$ cat config.mk
export PLATFORM = sky130hd
export DESIGN_NAME = shift_engine
export DESIGN_NICKNAME = d
export VERILOG_FILES = /design/src/rtl/shift_engine_pkg.sv /design/src/rtl/shift_engine_shift_step.sv /design/src/rtl/shift_engine.sv
export SDC_FILE = /design/constraint.sdc
export NUM_CORES = 1
export LEC_CHECK = 0
export CORE_MARGIN = 10
export CORE_UTILIZATION = 34
export CTS_CLUSTER_DIAMETER = 40
export DETAILED_ROUTE_END_ITERATION = 8
export GPL_TIMING_DRIVEN = 0
export PLACE_DENSITY = 0.71
export SETUP_SLACK_MARGIN = 0.15
export SYNTH_ARGS = -nofsm -noshare
export SYNTH_HDL_FRONTEND = slang
export SYNTH_SLANG_ARGS = --single-unit
$ cat constraint.sdc
create_clock -name clk -period 1.97 [get_ports clk]
set_clock_uncertainty 0.15 [all_clocks]
set_input_delay 0.394 -clock clk [delete_from_list [all_inputs] [get_ports clk]]
set_output_delay 0.394 -clock clk [all_outputs]
set_load 0.01 [all_outputs]
$ cat src/rtl/shift_engine_pkg.sv
// Shared types for the shift engine: mode codes, FSM state encoding and a mode helper.
package shift_engine_pkg;

   typedef enum logic [1:0] {
      MODE_SHL = 2'd0,
      MODE_SHR = 2'd1,
      MODE_ROL = 2'd2,
      MODE_ROR = 2'd3
   } mode_e;

   typedef enum logic [1:0] {
      ST_IDLE = 2'd0,
      ST_RUN  = 2'd1,
      ST_DONE = 2'd2
   } state_e;

   // Right-moving modes expose the LSB on the serial output, left-moving the MSB.
   function automatic logic mode_is_right(input mode_e m);
      return (m == MODE_SHR) || (m == MODE_ROR);
   endfunction

endpackage

$ cat src/rtl/shift_engine_shift_step.sv
// One combinational shift/rotate step of a WIDTH-bit word; reused by multi-lane variants.
module shift_step
   import shift_engine_pkg::*;
#(
   parameter int unsigned WIDTH = 32
) (
   input  logic [WIDTH-1:0] r,
   input  mode_e            mode,
   input  logic             sin,
   output logic [WIDTH-1:0] r_next_c
);

   always_comb begin
      r_next_c = r;
      unique case (mode)
         MODE_SHL: r_next_c = {r[WIDTH-2:0], sin};
         MODE_SHR: r_next_c = {sin, r[WIDTH-1:1]};
         MODE_ROL: r_next_c = {r[WIDTH-2:0], r[WIDTH-1]};
         MODE_ROR: r_next_c = {r[0], r[WIDTH-1:1]};
         default:  r_next_c = r;
      endcase
   end

endmodule

$ cat src/rtl/shift_engine.sv
// Programmable shift/rotate register with parallel load, serial I/O and start/busy/done handshake.
module shift_engine
   import shift_engine_pkg::*;
#(
   parameter int unsigned WIDTH = 32,
   parameter int unsigned CNT_W = $clog2(WIDTH + 1)
) (
   input  logic             clk,
   input  logic             rst_n,
   input  logic             ena,
   input  logic [1:0]       mode,
   input  logic             start,
   input  logic [CNT_W-1:0] count,
   input  logic             sin,
   input  logic             load,
   input  logic [WIDTH-1:0] pdata_in,
   output logic [WIDTH-1:0] pdata_out,
   output logic             sout,
   output logic             busy,
   output logic             done
);

   state_e           state_q, state_d;
   logic [WIDTH-1:0] data_q, data_d;
   logic [CNT_W-1:0] rem_q, rem_d;
   mode_e            mode_q, mode_d;
   mode_e            eff_mode_c;
   logic [WIDTH-1:0] step_c;

   shift_step #(.WIDTH(WIDTH)) u_step (
      .r        (data_q),
      .mode     (mode_q),
      .sin      (sin),
      .r_next_c (step_c)
   );

   always_ff @(posedge clk or negedge rst_n) begin
      if (!rst_n) begin
         state_q <= ST_IDLE;
         data_q  <= '0;
         rem_q   <= '0;
         mode_q  <= MODE_SHL;
      end else begin
         state_q <= state_d;
         data_q  <= data_d;
         rem_q   <= rem_d;
         mode_q  <= mode_d;
      end
   end

   // Next-state and datapath update; load wins over start in IDLE.
   always_comb begin
      state_d = state_q;
      data_d  = data_q;
      rem_d   = rem_q;
      mode_d  = mode_q;
      unique case (state_q)
         ST_IDLE: begin
            if (load) begin
               data_d = pdata_in;
            end else if (start) begin
               if (count != '0) begin
                  mode_d  = mode_e'(mode);
                  rem_d   = count;
                  state_d = ST_RUN;
               end else begin
                  state_d = ST_DONE;
               end
            end
         end
         ST_RUN: begin
            if (ena) begin
               data_d = step_c;
               rem_d  = rem_q - CNT_W'(1);
               if (rem_q == CNT_W'(1)) state_d = ST_DONE;
            end
         end
         ST_DONE: state_d = ST_IDLE;
         default: state_d = ST_IDLE;
      endcase
   end

   // Serial output follows the live mode only while idle, otherwise the latched run mode.
   assign eff_mode_c = (state_q == ST_IDLE) ? mode_e'(mode) : mode_q;
   assign sout       = mode_is_right(eff_mode_c) ? data_q[0] : data_q[WIDTH-1];
   assign pdata_out  = data_q;
   assign busy       = (state_q == ST_RUN);
   assign done       = (state_q == ST_DONE);

endmodule

==> results.py <==
metrics = {
    "run_status": {
        "status": "complete, but fails checks",
        "violations": "negative setup slack",
    },
    "grt": {
        "grt_max_degree": 36,
        "track_usage_pct": 14.0,
        "grt_pass1_vias": 2494,
        "antenna_found_initial": 0,
        "grt_overflow": 0,
        "grt_pass1_wl_um": 12900,
    },
    "logic_synthesis": {
        "syn_nets": 332,
        "synth_most_common_cell": "nand2_1",
        "synth_common_cells": "nand2_1 (74), o21ai_0 (65), dfrtp_1 (42)",
        "syn-instance-count": 284,
        "synth_area_per_cell_um2": 8.60,
        "synth.distinct_cells": 34,
        "synth_top_flop_cell": "dfrtp_1",
        "yosysSeqAreaShare_pct": 43.0,
        "ys_async_sr_fraction_pct": 100,
        "yosysWarnings": 0,
        "synth-edff-count": 0,
        "synth_top_area_share_pct": 43.0,
        "synthTopCellsByArea": "dfrtp_1 (43%), mux2i_1 (15%), o21ai_0 (13%)",
        "synth_area_um2": 2440,
        "synth_seq_cells": 42,
        "synth_largest_area_cell": "dfrtp_1",
    },
    "clock_network": {
        "htree_levels": 2,
        "cts-root-buf": "clkbuf_8",
        "clock_sinks": 42,
        "cts_tree": "done",
        "cts.clk_slew.worst_paths_ns": 0.09,
        "cts_buffers": 5,
        "clock_latency_ns": 0.30,
        "clk_path_buf_depth": 2,
    },
    "timing": {
        "min_period_ns": 2.21,
        "period_share_pct": 112,
        "rsz0062_at_grt": "yes",
        "slew_headroom_pct": 64.5,
        "hold_viol_final": 0,
        "worst_slew_pin_slew_ns": 0.533,
        "fmax_mhz": 452,
        "setup_slack_ns": -0.243,
        "slew_violations": 0,
        "setup_viol": 7,
    },
    "final_layout": {
        "seqCellArea_um2": 1050,
        "area_growth_pct": 78.9,
        "nets": 452,
        "layout-drive-gt1-share_pct": 36.0,
        "fin_cells": 501,
        "fillers": 580,
        "diodes": 0,
        "stdcell_area_um2": 4370,
        "multi_input_area_um2": 1680,
    },
    "drt": {
        "wire_per_inst_um": 18.3,
        "wl_met3_um": 540,
        "drc": 0,
        "wl_met2_um": 4630,
        "via_count": 2638,
        "routed_via_density": 5.27,
        "routed_wl_um": 9170,
        "wirelength_met1_um": 3830,
        "ant_nets": 0,
        "firstDrtPassIters": 4,
        "top_layer_used": "met4",
        "drtIter0Drc": 101,
    },
    "critical_path": {
        "cp.buffers_inverters": 2,
        "path_cells": "buf_6 > nor2_4 > mux2i_4 > mux2_4 > buf_6",
        "start_kind": "flip-flop",
        "critPathCaptureType": "output pin",
        "crit_fanout": 2,
        "startpoint": "state_q[0]",
        "max_stage_delay_ns": 0.41,
        "critPathKind": "reg -> out",
        "rr_startpoint": "state_q[0]",
        "cp_top_family": "multiplexers",
        "required_ns": 1.43,
        "slowest_stage": "dfrtp_1",
        "critPathArrivalTime_ns": 1.67,
        "critPathMostFrequentCell": "buf_6",
    },
    "floorplanning": {
        "coreArea_um2": 6910,
        "die_x_um": 105,
        "die_area_um2": 11000,
        "row_count": 30,
        "dieHeight_um": 105,
        "io_pins": 81,
        "initial_core_util_pct": 35.4,
    },
    "power_and_ir_drop": {
        "total_power_w": 0.00792,
        "powerDensity_nw_per_um2": 1810,
        "ir_drop_mv": 0.819,
        "leakage_nw": 2.11,
    },
    "hold_path": {
        "hold_class": "in -> async",
    },
    "placed_design": {
        "dp.cells": 461,
        "dp_hpwl_um": 5720,
        "portBuffers": 80,
        "globalplace.congestion": 0.850,
        "placed_area_um2": 3380,
    },
    "flow_run": {
        "maxCapViolCount": 0,
    },
}
-- state kept, by name, summed over array words and instances (netlist names) --
register,flops
mode_q,2
pdata_out,32
rem_q,6
state_q,2
-- routing by layer --
metal,vias to the layer above,global-route usage [%]
met4,0,3.33
met3,17,4.85
met5,-,0
met1,1291,17.9
li1,1233,-
met2,97,22.1
-- per-stage QoR --
stage / setup WS (ns) / TNS (ns) / util, % / hold WS, ns
2_1_floorplan: 0.135 / 0 / - / -0.0516
4_1_cts: -0.232 / -0.325 / 53.3 / 0.324
3_3_place_gp: -0.799 / -48.48 / 48.7 / 0.371
3_5_place_dp: -0.477 / -14.77 / 48.9 / 0.111
5_1_grt: -0.259 / -1.35 / 63.3 / 0.342
6_report: -0.243 / -0.730 / 63.3 / 0.320
-- logic make-up (layout without fill, tap and decap cells) --
group                      count (synthesis)  in the layout  share of synthesized area (%)
and+or+nand+nor                           97             97                           17.7
DFF                                       42             42                           43.0
buffers and inverters                     23            144                           3.89
AOI/OAI and AO/OA                         83             83                           19.2
adders and majority gates                  2              2                           1.02
muxes                                     37             37                           15.2
-- layout by cell type, fill, tap and decap left out, types with 3 or more instances in the layout --
cell type / synthesis / routed
a21oi_1: 7 / 4
buf_12: 0 / 4
buf_2: 7 / 6
buf_4: 0 / 23
buf_6: 0 / 12
buf_8: 0 / 5
clkbuf_16: 0 / 5
clkbuf_8: 0 / 5
clkdlybuf4s50_1: 0 / 42
dfrtp_1: 42 / 40
dlygate4sd2_1: 0 / 18
dlymetal6s2s_1: 0 / 13
inv_1: 3 / 3
mux2i_1: 36 / 35
nand2_1: 74 / 40
nand2_2: 0 / 20
nand2_4: 1 / 13
nor2_1: 5 / 4
nor3_1: 3 / 3
o21ai_1: 0 / 38
o21ai_2: 0 / 25
-- power by group --
part	switching, W	total [W]	internal, W
clock	0.000322	0.000695	0.000374
combinational	0.00270	0.00554	0.00284
sequential	0.000408	0.00168	0.00127
-- cell type report --
class / instances / area share (%)
clock buffer: 5 / 1.57
buffer: 20 / 4.84
multi-input combinational: 219 / 38.4
sequential: 42 / 24.1
inverter: 3 / 0.258
tap: 96 / 2.75
timing repair buffer: 113 / 27.2
clock inverter: 3 / 0.916
-- final timing paths --
| path | endpoint | cells after the start | slack, ns |
|---|---|---|---|
| hold reg to reg | pdata_out[4] | 2 | 0.40 |
| hold / removal | pdata_out[9] | 2 | 0.32 |
| min in group clk | rem_q[5] | 4 | 0.38 |
| setup reg to reg | rem_q[4] | 10 | -0.17 |
| setup / recovery | sout | 5 | -0.24 |
| max in group asynchronous | pdata_out[31] | 3 | 0.87 |
-- worst reg2reg max path: cells and delay by family (launching register included) --
family                 cells  cell delay, ns
AOI/OAI and AO/OA          2            0.43
and+or+nand+nor            2            0.32
DFF                        1            0.41
buffers and inverters      6            0.79
-- repair_timing --
action	in CTS	in global routing
setup endpoints to repair	67	58
pin swaps	7	34
gates resized for setup	70	220
endpoints found under the hold margin	7	0
hold buffers	1	0
cloned	0	5
setup buffers	15	11
Power figures use the tool's default switching activity.
